===== src/rtl/toy_lock_param_if.sv =====
// Grant / accept handshake bundle for the parametrised lock model.
// The master drives requests; the slave (the lock) returns the handshake results.
interface toy_lock_param_if #(
  parameter int EPOCH_WIDTH = 8,
  parameter int NODE_WIDTH  = 2
);
  logic                   grant_valid;
  logic [NODE_WIDTH-1:0]  grant_src;
  logic [NODE_WIDTH-1:0]  grant_dst;
  logic [EPOCH_WIDTH-1:0] grant_epoch;
  logic                   grant_ready;
  logic                   accept_valid;
  logic [NODE_WIDTH-1:0]  accept_node;
  logic [EPOCH_WIDTH-1:0] accept_epoch;
  logic                   accept_drop;
  logic                   accept_done;
  logic                   accept_stale;

  modport master (
    output grant_valid, grant_src, grant_dst, grant_epoch,
    output accept_valid, accept_node, accept_epoch, accept_drop,
    input  grant_ready, accept_done, accept_stale
  );

  modport slave (
    input  grant_valid, grant_src, grant_dst, grant_epoch,
    input  accept_valid, accept_node, accept_epoch, accept_drop,
    output grant_ready, accept_done, accept_stale
  );
endinterface


===== src/rtl/toy_lock_param.sv =====
// Parametrised distributed epoch lock: nodes pass the lock by granting a
// strictly larger epoch to a destination, which takes it by accepting the
// in-flight transfer. A sticky monitor flags two nodes locked on one epoch.
module toy_lock_param #(
  parameter int NUM_NODES   = 4,
  parameter int EPOCH_WIDTH = 8,
  parameter int NODE_WIDTH  = 2,
  parameter int DROP_EN     = 1
) (
  input  logic                             clk,
  input  logic                             rst,
  toy_lock_param_if.slave                  lk,
  output logic [NUM_NODES-1:0]             held,
  output logic [NUM_NODES*EPOCH_WIDTH-1:0] ep,
  output logic [NUM_NODES*EPOCH_WIDTH-1:0] transfer,
  output logic [NUM_NODES*EPOCH_WIDTH-1:0] locked,
  output logic [NODE_WIDTH:0]              holder_cnt,
  output logic                             epoch_exhausted,
  output logic                             safe,
  output logic                             violation
);

  typedef logic [EPOCH_WIDTH-1:0] epoch_t;
  localparam epoch_t EPOCH_MAX = '1;

  logic [NUM_NODES-1:0] held_q;
  epoch_t               ep_q       [NUM_NODES];
  epoch_t               transfer_q [NUM_NODES];
  epoch_t               locked_q   [NUM_NODES];
  logic                 done_q;
  logic                 stale_q;
  logic                 exhausted_q;
  logic                 violation_q;

  // One-hot node selects; an out-of-range index selects nothing.
  logic [NUM_NODES-1:0] src_sel, dst_sel, acc_sel;
  logic                 src_held;
  epoch_t               src_ep, acc_tr, acc_ep;
  logic                 grant_ok, acc_match, acc_take, acc_drop;
  logic                 exhaust_now, safe_c;

  // Decode indices and gather the selected node's state.
  always_comb begin
    src_sel  = '0;
    dst_sel  = '0;
    acc_sel  = '0;
    src_held = 1'b0;
    src_ep   = '0;
    acc_tr   = '0;
    acc_ep   = '0;
    for (int i = 0; i < NUM_NODES; i++) begin
      src_sel[i] = (lk.grant_src   == NODE_WIDTH'(i));
      dst_sel[i] = (lk.grant_dst   == NODE_WIDTH'(i));
      acc_sel[i] = (lk.accept_node == NODE_WIDTH'(i));
      if (src_sel[i]) begin
        src_held = held_q[i];
        src_ep   = ep_q[i];
      end
      if (acc_sel[i]) begin
        acc_tr = transfer_q[i];
        acc_ep = ep_q[i];
      end
    end
  end

  // Handshake decisions. An all-ones holder can never offer a larger epoch,
  // and a node cannot grant while it is itself accepting.
  always_comb begin
    grant_ok  = lk.grant_valid & (|src_sel) & (|dst_sel) & src_held &
                (lk.grant_epoch > src_ep) &
                ~(lk.accept_valid & (lk.accept_node == lk.grant_src));
    acc_match = lk.accept_valid & (|acc_sel) & (lk.accept_epoch != '0) &
                (acc_tr == lk.accept_epoch);
    acc_take  = acc_match & (lk.accept_epoch > acc_ep);
    acc_drop  = acc_match & lk.accept_drop & (DROP_EN != 0);
  end

  // Safety, exhaustion and holder count from current state.
  always_comb begin
    safe_c      = 1'b1;
    exhaust_now = 1'b0;
    holder_cnt  = '0;
    for (int i = 0; i < NUM_NODES; i++) begin
      holder_cnt = holder_cnt + (NODE_WIDTH+1)'(held_q[i]);
      if (held_q[i] && (ep_q[i] == EPOCH_MAX)) exhaust_now = 1'b1;
      for (int j = i + 1; j < NUM_NODES; j++) begin
        if ((locked_q[i] != '0) && (locked_q[i] == locked_q[j])) safe_c = 1'b0;
      end
    end
  end

  // Lock state update; the grant's transfer write lands after the drop clear
  // so it wins when both target the same node.
  always_ff @(posedge clk or posedge rst) begin
    if (rst) begin
      held_q      <= NUM_NODES'(1);
      done_q      <= 1'b0;
      stale_q     <= 1'b0;
      exhausted_q <= 1'b0;
      violation_q <= 1'b0;
      for (int i = 0; i < NUM_NODES; i++) begin
        ep_q[i]       <= (i == 0) ? epoch_t'(1) : '0;
        transfer_q[i] <= '0;
        locked_q[i]   <= '0;
      end
    end else begin
      done_q      <= acc_take;
      stale_q     <= acc_match & ~acc_take;
      exhausted_q <= exhausted_q | exhaust_now;
      violation_q <= violation_q | ~safe_c;
      for (int i = 0; i < NUM_NODES; i++) begin
        if (acc_drop && acc_sel[i])  transfer_q[i] <= '0;
        if (grant_ok && dst_sel[i])  transfer_q[i] <= lk.grant_epoch;
        if (grant_ok && src_sel[i])  held_q[i]     <= 1'b0;
        if (acc_take && acc_sel[i]) begin
          held_q[i]   <= 1'b1;
          ep_q[i]     <= lk.accept_epoch;
          locked_q[i] <= lk.accept_epoch;
        end
      end
    end
  end

  for (genvar g = 0; g < NUM_NODES; g++) begin : g_pack
    assign ep[g*EPOCH_WIDTH +: EPOCH_WIDTH]       = ep_q[g];
    assign transfer[g*EPOCH_WIDTH +: EPOCH_WIDTH] = transfer_q[g];
    assign locked[g*EPOCH_WIDTH +: EPOCH_WIDTH]   = locked_q[g];
  end

  assign held            = held_q;
  assign lk.grant_ready  = grant_ok;
  assign lk.accept_done  = done_q;
  assign lk.accept_stale = stale_q;
  assign epoch_exhausted = exhausted_q;
  assign safe            = safe_c;
  assign violation       = violation_q;

endmodule


===== src/flat_wrapper.sv =====
// flat-port wrapper written by rule: the top's interface ports become plain ports
module toy_lock_param_flat 
#(
  parameter int NUM_NODES   = 4,
  parameter int EPOCH_WIDTH = 8,
  parameter int NODE_WIDTH  = 2,
  parameter int DROP_EN     = 1
)
  (clk, rst, held, ep, transfer, locked, holder_cnt, epoch_exhausted, safe, violation, lk_grant_valid, lk_grant_src, lk_grant_dst, lk_grant_epoch, lk_accept_valid, lk_accept_node, lk_accept_epoch, lk_accept_drop, lk_grant_ready, lk_accept_done, lk_accept_stale);
  toy_lock_param_if #(.EPOCH_WIDTH(EPOCH_WIDTH), .NODE_WIDTH(NODE_WIDTH)) lk_i ();
  input  logic clk;
  input  logic rst;
  output logic [NUM_NODES-1:0] held;
  output logic [NUM_NODES*EPOCH_WIDTH-1:0] ep;
  output logic [NUM_NODES*EPOCH_WIDTH-1:0] transfer;
  output logic [NUM_NODES*EPOCH_WIDTH-1:0] locked;
  output logic [NODE_WIDTH:0] holder_cnt;
  output logic epoch_exhausted;
  output logic safe;
  output logic violation;
  input wire logic [$bits(lk_i.grant_valid)-1:0] lk_grant_valid;
  input wire logic [$bits(lk_i.grant_src)-1:0] lk_grant_src;
  input wire logic [$bits(lk_i.grant_dst)-1:0] lk_grant_dst;
  input wire logic [$bits(lk_i.grant_epoch)-1:0] lk_grant_epoch;
  input wire logic [$bits(lk_i.accept_valid)-1:0] lk_accept_valid;
  input wire logic [$bits(lk_i.accept_node)-1:0] lk_accept_node;
  input wire logic [$bits(lk_i.accept_epoch)-1:0] lk_accept_epoch;
  input wire logic [$bits(lk_i.accept_drop)-1:0] lk_accept_drop;
  output wire logic [$bits(lk_i.grant_ready)-1:0] lk_grant_ready;
  output wire logic [$bits(lk_i.accept_done)-1:0] lk_accept_done;
  output wire logic [$bits(lk_i.accept_stale)-1:0] lk_accept_stale;
  assign lk_i.grant_valid = lk_grant_valid;
  assign lk_i.grant_src = lk_grant_src;
  assign lk_i.grant_dst = lk_grant_dst;
  assign lk_i.grant_epoch = lk_grant_epoch;
  assign lk_i.accept_valid = lk_accept_valid;
  assign lk_i.accept_node = lk_accept_node;
  assign lk_i.accept_epoch = lk_accept_epoch;
  assign lk_i.accept_drop = lk_accept_drop;
  assign lk_grant_ready = lk_i.grant_ready;
  assign lk_accept_done = lk_i.accept_done;
  assign lk_accept_stale = lk_i.accept_stale;
  toy_lock_param #(.NUM_NODES(NUM_NODES), .EPOCH_WIDTH(EPOCH_WIDTH), .NODE_WIDTH(NODE_WIDTH), .DROP_EN(DROP_EN)) u_core (.clk(clk), .rst(rst), .lk(lk_i), .held(held), .ep(ep), .transfer(transfer), .locked(locked), .holder_cnt(holder_cnt), .epoch_exhausted(epoch_exhausted), .safe(safe), .violation(violation));
endmodule

===== config.mk =====
export PLATFORM = sky130hd
export DESIGN_NAME = toy_lock_param_flat
export DESIGN_NICKNAME = d
export VERILOG_FILES = /design/src/rtl/toy_lock_param_if.sv /design/src/rtl/toy_lock_param.sv /design/src/flat_wrapper.sv
export SDC_FILE = /design/constraint.sdc
export NUM_CORES = 1
export LEC_CHECK = 0
export ABC_AREA = 1
export BUFFER_PORTS_ARGS = -buffer_cell sky130_fd_sc_hd__buf_2
export CAP_MARGIN = 20
export CORE_ASPECT_RATIO = 1.75
export CORE_MARGIN = 5
export CORE_UTILIZATION = 55
export DETAILED_ROUTE_END_ITERATION = 7
export PLACE_DENSITY = 0.82
export SYNTH_ARGS = -nofsm -noshare
export SYNTH_HDL_FRONTEND = slang
export SYNTH_SLANG_ARGS = --single-unit

===== constraint.sdc =====
create_clock -name clk -period 4.23 [get_ports clk]
set_input_delay 0.2115 -clock clk [delete_from_list [all_inputs] [get_ports clk]]
set_output_delay 0.2115 -clock clk [all_outputs]
set_load 0.01 [all_outputs]

# After elaboration in Yosys (flattened, before gate mapping)
# Index checks and enable logic that the tools add are counted.
# W data, S select, Z words.
classes:
  add_sub_neg: 3
  n_lt_le_gt_ge: 2
  n_eq_ne: 21
  mux: 42
  bitwise_logic: 17
  n_reduce_logical: 44
ops:
  columns: ["op", "count"]
  rows:
  - ["$mux W8", 20]
  - ["$eq A8 B8 Y1", 7]
  - ["$eq A8 B8 Y1 const B", 4]
  - ["$reduce_bool A8 Y1", 4]
  - ["$logic_and A1 B1 Y1", 26]
  - ["$mux W1", 22]
  - ["$gt A8 B8 Y1", 2]
  - ["$reduce_bool A2 Y1", 8]
  - ["$and A1 B1 Y1", 12]
  - ["$eq A2 B2 Y1 const B", 6]
  - ["$reduce_or A4 Y1", 3]
  - ["$add A3 B1 Y3", 2]
  - ["$eq A2 B1 Y1 const B", 3]
  - ["$logic_not A2 Y1", 3]
  - ["$not A1 Y1", 3]
  - ["$add A1 B1 Y2", 1]
  - ["$eq A2 B2 Y1", 1]
  - ["$or A1 B1 Y1", 2]
word_totals:
  ff_bits: 80
  inputBits: 27
  output_inout_bits: 109
  word_cells: 146

# Logic depth before layout (Yosys ltp)
# Gate-level depths: netlist (run 1).
depth:
  depth_word: 11
  mapped_depth: 17
  depth_no_buf: 15

# Worst setup path before layout (run 1)
# OpenSTA, ideal clock, no wires.
synth_path:
  path_type: "input to register"
  startpoint: "input lk_accept_node[0]"
  endpoint: "register u_core.ep_q, in the netlist u_core.ep[31]"
  setup_ns: 0.124
  arrival_ns: 2.737
  required_time_ns: 4.106
  slack_ns: 1.369
  path_stages: 15
  path_cell_list: "buf_6 nor2_4 clkbuf_1 a221oi_1 a21oi_1 a21oi_1 ha_1 nand2_1 o21ai_0 nand4_1 a21oi_1 nand3_4 buf_4 nand2_1 o21ai_1"
synth_via:
  elab_chain_len: 9
  elab_cells_between_ends: 20
  classes_between: "order compare: 1; eq/ne: 4; mux: 8; bitwise: 4; reduce/logical: 3"
synth_rtl:
  columns: ["element", "line", "rtl"]
  rows:
  - ["start, declared", "flat_wrapper.sv:26", "input wire logic [$bits(lk_i.accept_node)-1:0] lk_accept_node;"]
  - ["parallel branches: the longest is 8 deep, another holds $gt A8 B8 Y1", null, null]
  - ["$logic_and A1 B1 Y1 (*)", "toy_lock_param.sv:115", "if (acc_take && acc_sel[i]) begin"]
  - ["end signal, assigned by index", "toy_lock_param.sv:102", "ep_q[i] <= (i == 0) ? epoch_t'(1) : '0;"]
  - ["end signal, assigned by index", "toy_lock_param.sv:117", "ep_q[i] <= lk.accept_epoch;"]
  - ["end, declared", "toy_lock_param.sv:27", "epoch_t ep_q [NUM_NODES];"]
# Every way passes the cells marked *.
# A chain may end at the register's enable or synchronous reset.

==> results of run 1 <==
synthesized netlist by cell type:
| cell | instances | area share, % |
|---|---|---|
| nor2_1 | 35 | 2.5 |
| or2_2 | 1 | 0.12 |
| inv_2 | 3 | 0.21 |
| buf_2 | 6 | 0.57 |
| dfstp_2 | 2 | 0.99 |
| buf_6 | 5 | 1.1 |
| nor2_8 | 1 | 0.38 |
| o21ai_1 | 34 | 3.2 |
| o2111ai_1 | 1 | 0.17 |
| a21oi_1 | 27 | 2.5 |
| nand3b_1 | 3 | 0.42 |
| nand4_1 | 17 | 2.0 |
| a221oi_1 | 14 | 2.3 |
| xnor2_1 | 5 | 0.83 |
| xor2_1 | 20 | 3.3 |
| nand3_4 | 4 | 1.3 |
| fa_1 | 1 | 0.38 |
| nand3_2 | 2 | 0.38 |
| and3_1 | 1 | 0.12 |
| ha_1 | 18 | 4.2 |
| a211oi_1 | 1 | 0.14 |
| nor3b_1 | 2 | 0.28 |
| nand3_1 | 89 | 8.4 |
| nor2_4 | 1 | 0.21 |
| a2111o_1 | 1 | 0.21 |
| o22ai_1 | 4 | 0.47 |
| nor2_2 | 2 | 0.24 |
| o41ai_1 | 2 | 0.33 |
| buf_4 | 33 | 4.7 |
| inv_1 | 65 | 4.6 |
| o21ai_0 | 25 | 2.4 |
| nor4_1 | 7 | 0.83 |
| o221ai_1 | 4 | 0.66 |
| o211ai_1 | 6 | 0.85 |
| dfrtp_1 | 71 | 34 |
| nor3_1 | 9 | 0.85 |
| nand2_1 | 171 | 12 |
| clkinv_1 | 1 | 0.071 |
| clkbuf_1 | 30 | 2.1 |
worst min-delay path by stage:
stage               slack [ps]  depth (start not counted)                          endpoint
floorplan                  360                          2   u_core.transfer[20]$_DFFE_PP0P_
global placement           470                          2        u_core.violation$_DFF_PP0_
detailed placement         480                          1  u_core.epoch_exhausted$_DFF_PP0_
CTS                        190                          2    u_core.transfer[7]$_DFFE_PP0P_
global route               210                          3   u_core.transfer[19]$_DFFE_PP0P_
finish                     210                          3    u_core.transfer[2]$_DFFE_PP0P_
per-stage QoR:
step	power, uW	util [%]
4_1_cts	2228	64.13
3_3_place_gp	1328	60.53
5_1_grt	2330	64.45
6_report	2235	64.45
3_5_place_dp	1341	60.53
2_1_floorplan	1137	-
cell families after synthesis:
logic type	count (synthesis)	synth area share, %
flip-flops	73	34.51
buffers and inverters	143	13.31
AO/OA/AOI/OAI	119	13.27
XOR/XNOR	25	4.131
adder cells (fa/ha/maj)	19	4.627
AND/OR/NAND/NOR	345	30.15
tightest hold or removal path: cells and delay by family:
family,cells,cell delay [ps]
buffers and inverters,1,150
AND/OR/NAND/NOR,2,140
layer usage:
metal  vias up  track usage [%]  share of wire [%]
met3       102            4.790                7.0
met2       328            58.66                 51
met4         0            28.14                8.6
met1      2712            35.79                 34
li1       2575                -                  -
met5         -                0                  0
cell type report:
class,instances,share of cell area (%)
timing repair buffer,143,12.30
multi-input combinational,508,45.38
clock inverter,6,1.845
sequential,73,29.98
tap,122,2.502
inverter,69,4.244
clock buffer,10,3.752
state kept, by name, summed over array words and instances, names as in the netlist:
| register | cells |
|---|---|
| u_core.locked | 7 |
| u_core.ep | 26 |
| u_core.lk.accept_done | 1 |
| u_core.epoch_exhausted | 1 |
| u_core.transfer | 32 |
| u_core.lk.accept_stale | 1 |
| u_core.violation | 1 |
| u_core.held | 4 |
power by group through the flow:
stage                     registers (uW)  logic (uW)  clock network (uW)
final                                860         479                 896
after global routing                 865         532                 932
after CTS                            856         476                 896
after detailed placement             868         473                   0
after global placement               865         463                   0
after floorplan                      859         278                   0
==> impl_metrics.toml, run 1 <==
[placement]
place.gp.congestion = 1.045
port_buffers = 135
post-place-ws_ps = 1137
place_hpwl_mm = 14.96
dpl-instance-area_um2 = 5731
dp_cells = 913

[critical_path]
cpLargestDelayFamily = "compound AO/OA/AOI/OAI gates"
startpoint_type = "register"
rr_worst_depth = 14
cp.required_ps = 4020
endpoint = "lk_grant_ready"
cp-end-kind = "output port"
path_max_fanout = 40
r2r-end = "u_core.transfer[0]$_DFFE_PP0P_"
regToRegStartpoint = "u_core.locked[3]$_DFFE_PP0P_"
rrSetupSlack_ps = 980
crit_cells = 12
worstSetupPathType = "reg2out"
slowest_delay_ps = 640
critPathLaunch = "u_core.locked[3]$_DFFE_PP0P_"
cpMaxStageDelayCell = "dfrtp_1"
arrival_ps = 3150
crit_path_frequent_cell = "nand2_1"
worstPathCellList = "inv_1 > a221oi_1 > a21oi_1 > ha_1 > nand2_1 > o21ai_0 > nand2_1 > o211ai_1 > nand2_1 > a21oi_2 > buf_4 > buf_2"
path_buf_inv = 3

[synthesis]
syn_nets = 770
synthDistinctLibCells = 39
yosysSeqAreaShare_pct = 34.51
synth.cell_area_um2 = 5300
avgSynthCellArea_um2 = 7.321
yosys_register_bits = 73
synthCells = 724
synth_warnings = 0

[cts]
clkTransAtPathRegs_ps = 60
root_buffer = "clkbuf_16"
cts-hold-fix-buffers = 0
post_cts_resized = 0
post_cts_buffers = 0
worstSkewPairLatency_ps = 340
cts_tree = "yes"
cts.path.max_buffers = 2
cts_buffers = 9
cts_max_level = 3
clock_sinks = 73

[cells_and_area]
layout.cells.non_filler = 931
multiInputGateArea_um2 = 2769
area_growth_pct = 15.13
final_common_cell = "nand2_1"
nets = 850
diodes = 0
post-route-cell-area_um2 = 6102
fillCellCount = 867
regArea_um2 = 1829
layout-drive-gt1-share_pct = 21.63
mostFrequentLayoutCells = "nand2_1, buf_2, nand3_1, dfrtp_1, inv_1"

[timing]
post-route-period-util_pct = 79.55
postLayoutSetupSlackWorst_ps = 865.1
rsz0062_at_grt = "no"
relSlewSlack_pct = 61.48
period_needed_ps = 3365
fmax_ghz = 0.2972
holdWs_ps = 206.2
drv_slew = 0
worst_pin_slew_ps = 575.7
final-hold-violation-count = 0
finalSetupTns_ps = 0
finClkSkew_ps = 8.275
setup_viol = 0

[power]
intPower_uw = 1525
p_leak_uw = 0.003324
p_sw_uw = 709.4
peakVddDrop_mv = 0.3316
combPwrFrac_pct = 21.4
power_density_nw_per_um2 = 366.2
seq_power_share_pct = 38.5
clockPowerShare_pct = 40.1
swShare_pct = 31.75

[floorplanning]
die_area_um2 = 11780
row_count = 47
die_y_um = 139.9
core_area_um2 = 9468
pin_count = 136
start_util_pct = 55.98
chipWidth_um = 84.21

[routing]
dr.pass1.iters = 8
wl_mm = 19.86
vias_per_cell = 6.141
vias = 5717
post-route-drc-count = 0
drtIter0Drc = 600
ant_nets = 0
wl_per_cell_um = 21.34

[grt]
antenna_found_initial = 0
grt_pass1_vias = 5791
grt_usage_pct = 33.98
grt_pass1_wl_mm = 31.04
gr-total-overflow = 0
grt_max_degree = 53

[flow_run]
cap_viol_max_count = 0

[outcome]
outcome = "completed"

[hold_path]
hold_path.class = "in2reg"
hold_path.startpoint = "lk_grant_epoch[2]"
Power figures use the tool's default switching activity.
==> run 2: changes to the inputs <==
CORE_UTILIZATION = 54   (was 55)
PLACE_DENSITY = 0.81   (was 0.82)
clock period = 3.31 ns   (was 4.23 ns; I/O delays follow)
==> run 2 against run 1 <==
Effect of this change: clock-buffer cell count rose by 1; sequential power increased by 27%; non-clock buffer count grew 20; register-to-register slack worse by 680 ps; total power up 17%; die area up 1.7%; clock skew grew 1.3 ps; largest cell class unchanged; largest power group is now registers; highest routed layer unchanged.
==> impl_metrics.toml, run 2 (synthesized netlist as in run 1, its figures left out) <==
[outcome]
outcome = "completed"

[timing]
worst_pin_slew_ps = 716.9
drv_slew = 0
finClkSkew_ps = 9.566
post-route-period-util_pct = 94.17
final-hold-violation-count = 0
rsz0062_at_grt = "no"
relSlewSlack_pct = 51.77
period_needed_ps = 3117
finalSetupTns_ps = 0
setup_viol = 0
fmax_ghz = 0.3208

[critical_path]
arrival_ps = 2950
endpoint = "lk_grant_ready"
rr_worst_depth = 14
slowest_delay_ps = 630
path_buf_inv = 3
crit_cells = 12
startpoint_type = "register"
cpMaxStageDelayCell = "dfrtp_1"
rrSetupSlack_ps = 300
cp.required_ps = 3140
r2r-end = "u_core.transfer[17]$_DFFE_PP0P_"
regToRegStartpoint = "u_core.ep[15]$_DFFE_PP0P_"
path_max_fanout = 40
cp-end-kind = "output port"
crit_path_frequent_cell = "nand2_1"
critPathLaunch = "u_core.ep[15]$_DFFE_PP0P_"
cpLargestDelayFamily = "compound AO/OA/AOI/OAI gates"
worstPathCellList = "inv_1 > a221oi_1 > a21oi_1 > ha_1 > nand2_1 > nor2_1 > nand2_1 > o211ai_1 > nand2_1 > a21oi_2 > buf_12 > buf_2"
worstSetupPathType = "reg2out"

[cells_and_area]
area_growth_pct = 16.62
layout-drive-gt1-share_pct = 23.40
fillCellCount = 945
nets = 870
multiInputGateArea_um2 = 2769
mostFrequentLayoutCells = "nand2_1, buf_2, nand3_1, dfrtp_1, inv_1"
final_util_pct = 63.53
final_common_cell = "nand2_1"
diodes = 0
regArea_um2 = 1829
largest_register_ffs = 32

[floorplanning]
die_y_um = 141.1
start_util_pct = 54.48
chipWidth_um = 84.89
die_area_um2 = 11970
core_area_um2 = 9729
pin_count = 136
row_count = 48

[grt]
grt_max_degree = 41
grt_pass1_wl_mm = 32.09
gr-total-overflow = 0
antenna_found_initial = 0
grt_usage_pct = 35.05
grt_pass1_vias = 5744

[cts]
post_cts_resized = 0
cts.path.max_buffers = 2
cts_buffers = 9
cts_tree = "yes"
root_buffer = "clkbuf_16"
worstSkewPairLatency_ps = 340
cts-hold-fix-buffers = 1
post_cts_buffers = 0
cts_max_level = 3
clock_sinks = 73
clkTransAtPathRegs_ps = 60

[hold_path]
hold_path.class = "in2reg"
hold_depth = 3

[placement]
place_hpwl_mm = 16.35
place.gp.congestion = 1.107
port_buffers = 135

[routing]
vias = 5873
ant_nets = 0
post-route-drc-count = 0
dr.pass1.iters = 5
vias_per_cell = 6.156
drtIter0Drc = 580
wl_per_cell_um = 22.13
wl_mm = 21.12

[power]
power_density_nw_per_um2 = 423.9
p_leak_uw = 0.003385
peakVddDrop_mv = 0.4171

[flow_run]
cap_viol_max_count = 0
[run 2: cell types whose count changed in the layout (fill, tap and decap cells not counted)]
cell,before,now
clkinv_4,0,1
inv_6,2,0
clkinv_2,1,2
buf_4,6,26
clkinvlp_4,0,2
clkbuf_1,1,2
bufinv_16,3,0
[run 2: layout make-up]
| class | count | area share (%) |
|---|---|---|
| clock buffer | 11 | 3.765 |
| clock inverter | 5 | 0.5466 |
| inverter | 69 | 4.190 |
| multi-input combinational | 508 | 44.80 |
| sequential | 73 | 29.60 |
| tap | 125 | 2.530 |
| timing repair buffer | 163 | 14.57 |
[run 2: layer usage]
metal  routed length [um]  GRT usage, %  up-vias
met4                 2162         29.77        0
li1                     -             -     2608
met5                    0             0        -
met1                 6911         36.16     2760
met2                10620         60.68      373
met3                 1419         5.497      132
[run 2: how the worst min path moves through the flow]
stage | from | end | slack (ps)
after floorplan | lk_grant_epoch[4] | u_core.transfer[20]$_DFFE_PP0P_ | 310
after global placement | rst | u_core.transfer[13]$_DFFE_PP0P_ | 200
after detailed placement | rst | u_core.transfer[11]$_DFFE_PP0P_ | 210
after CTS | lk_grant_epoch[3] | u_core.transfer[27]$_DFFE_PP0P_ | 160
after global routing | lk_grant_epoch[3] | u_core.transfer[27]$_DFFE_PP0P_ | 170
final | lk_grant_epoch[0] | u_core.transfer[16]$_DFFE_PP0P_ | 160
[run 2: where the power goes]
| part | internal [uW] | leakage, uW | switching [uW] |
|---|---|---|---|
| sequential | 979 | 0.000984 | 109 |
| combinational | 237 | 0.00228 | 404 |
| clock | 506 | 0.000126 | 384 |
[run 2: per-stage QoR]
step                      total power, uW  hold WS, ps  worst slack [ps]  cell area (um^2)  instances
after global routing                 2730        168.9             52.51              6181        954
after detailed placement             1733        208.0             386.4              5904        937
final                                2620        159.2             192.8              6181        954
after global placement               1720        195.6             445.9              5904        937
after CTS                            2609        160.5             252.1              6181        954
after floorplan                      1453        310.5             465.8              5300        724
[run 2: tightest hold or removal path, cell delays in order]
cell     delay, ps
buf_2          150
nand3_1         90
nand2_1         50
==> run 3: changes to the inputs <==
CORE_MARGIN = not set   (was 5)
==> run 3 against run 2 <==
Effect of this change: global-route usage increased by 8.4 points; clock power increased by 16%; die area decreased by 15%.
==> impl_metrics.toml, run 3 (synthesized netlist as in run 1, its figures left out) <==
[timing]
final-hold-violation-count = 0
rsz0062_at_grt = "no"
setup_viol = 0
period_needed_ps = 3080
worst_pin_slew_ps = 697.7
post-route-period-util_pct = 93.06
fmax_ghz = 0.3246
relSlewSlack_pct = 53.49
drv_slew = 0
finClkSkew_ps = 9.864
postLayoutSetupSlackWorst_ps = 229.7
finalSetupTns_ps = 0

[floorplanning]
core_area_um2 = 9468
start_util_pct = 55.98
die_area_um2 = 10230
pin_count = 136
chipWidth_um = 76.89
die_y_um = 133.1
row_count = 47

[power]
power_density_nw_per_um2 = 439.2
intPower_uw = 1824
swShare_pct = 33.81
seq_power_share_pct = 39.1
p_total_uw = 2757
p_leak_uw = 0.003436
clockPowerShare_pct = 37.2
combPwrFrac_pct = 23.7
p_sw_uw = 932.1
peakVddDrop_mv = 0.3660

[cells_and_area]
nets = 878
area_growth_pct = 18.41
diodes = 0
mostFrequentLayoutCells = "nand2_1, buf_2, nand3_1, dfrtp_1, inv_1"
layout-drive-gt1-share_pct = 24.85
final_common_cell = "nand2_1"
largest_register_ffs = 32

[cts]
worstSkewPairLatency_ps = 350
cts_tree = "yes"
post_cts_buffers = 0
cts_max_level = 3
clkTransAtPathRegs_ps = 70
cts.path.max_buffers = 2
root_buffer = "clkbuf_16"
cts_buffers = 9
clock_sinks = 73

[routing]
dr.pass1.iters = 6
drtIter0Drc = 554
wl_per_cell_um = 22.35
post-route-drc-count = 0
wl_mm = 21.43
vias = 5918
ant_nets = 0
vias_per_cell = 6.171

[placement]
place_hpwl_mm = 16.30
post-place-ws_ps = 305.0
place.gp.congestion = 1.080
port_buffers = 135

[grt]
gr-total-overflow = 0
grt_pass1_vias = 5744
grt_usage_pct = 43.45
grt_max_degree = 52
grt_pass1_wl_mm = 32.62
antenna_found_initial = 0

[hold_path]
hold_path.class = "in2reg"
hold_path.startpoint = "lk_grant_epoch[0]"
min_to = "u_core.transfer[16]$_DFFE_PP0P_"
hold_depth = 3

[critical_path]
cp.required_ps = 3140
worstSetupPathType = "reg2out"
worstPathCellList = "inv_1 > a221oi_1 > a21oi_1 > ha_1 > nand2_1 > o21ai_0 > nand2_1 > o211ai_1 > nand2_1 > a21oi_4 > buf_4 > buf_2"
cpMaxStageDelayCell = "dfrtp_2"
cp-end-kind = "output port"
regToRegStartpoint = "u_core.ep[7]$_DFFE_PP0P_"
path_buf_inv = 3
path_max_fanout = 11
r2r-end = "u_core.locked[1]$_DFFE_PP0P_"
crit_path_frequent_cell = "nand2_1"
crit_cells = 12
startpoint_type = "register"
slowest_delay_ps = 460
rrSetupSlack_ps = 390
cpLargestDelayFamily = "compound AO/OA/AOI/OAI gates"
arrival_ps = 2910
rr_worst_depth = 14

[flow_run]
cap_viol_max_count = 0

[outcome]
outcome = "completed"
[run 3: cell type report]
cell class / count / area, um^2
Tap cell: 122 / 152.6
Clock buffer: 10 / 239.0
Inverter: 69 / 259.0
Timing Repair Buffer: 171 / 948.4
Multi-Input combinational cell: 508 / 2776
Fill cell: 852 / 3192
Sequential cell: 73 / 1834
Clock inverter: 6 / 66.31
[run 3: metal layers]
metal,track usage [%],wire [um],vias to the layer above
li1,-,-,2629
met1,43.79,6897,2748
met2,74.31,10710,399
met3,7.724,1490,142
met4,40.81,2336,0
met5,0,0,-
[run 3: worst max-delay path by stage]
stage	from	end
after floorplan	u_core.locked[5]$_DFFE_PP0P_	u_core.ep[31]$_DFFE_PP0P_
after global placement	u_core.locked[2]$_DFFE_PP0P_	u_core.transfer[25]$_DFFE_PP0P_
after detailed placement	u_core.locked[3]$_DFFE_PP0P_	u_core.transfer[27]$_DFFE_PP0P_
after CTS	u_core.locked[2]$_DFFE_PP0P_	lk_grant_ready
after global routing	u_core.locked[2]$_DFFE_PP0P_	lk_grant_ready
final	u_core.ep[11]$_DFFE_PP0P_	lk_grant_ready
[run 3: power by group through the flow]
stage,clock [uW],combinational [uW],sequential (uW)
after global placement,0,623,1090
after global routing,1050,718,1080
final,1030,653,1080
after CTS,1030,645,1070
after floorplan,0,355,1100
after detailed placement,0,640,1090
[run 3: worst reg2reg max path: cells and delay by family, from the launching register on]
kind	cells	cell delay [ps]
buffers and inverters	4	590
and+or+nand+nor	5	820
AOI/OAI and AO/OA	4	550
adders and majority gates	1	320
DFF	1	580
[run 3: repair_timing]
item                                    4_1_cts  5_1_grt
resized for setup                             0        5
endpoints found under the setup margin        0        6
hold buffers                                  1        0
hold endpoints to repair                     20        0
[run 3: metrics by stage]
stage	util [%]	cell area [um^2]	std cells	hold WS, ps
3_5_place_dp	62.83	5948	942	215.9
4_1_cts	66.16	6264	959	144.4
6_report	66.29	6276	959	144.1
5_1_grt	66.29	6276	959	156.2
2_1_floorplan	-	5300	724	310.5
3_3_place_gp	62.83	5948	942	198.3
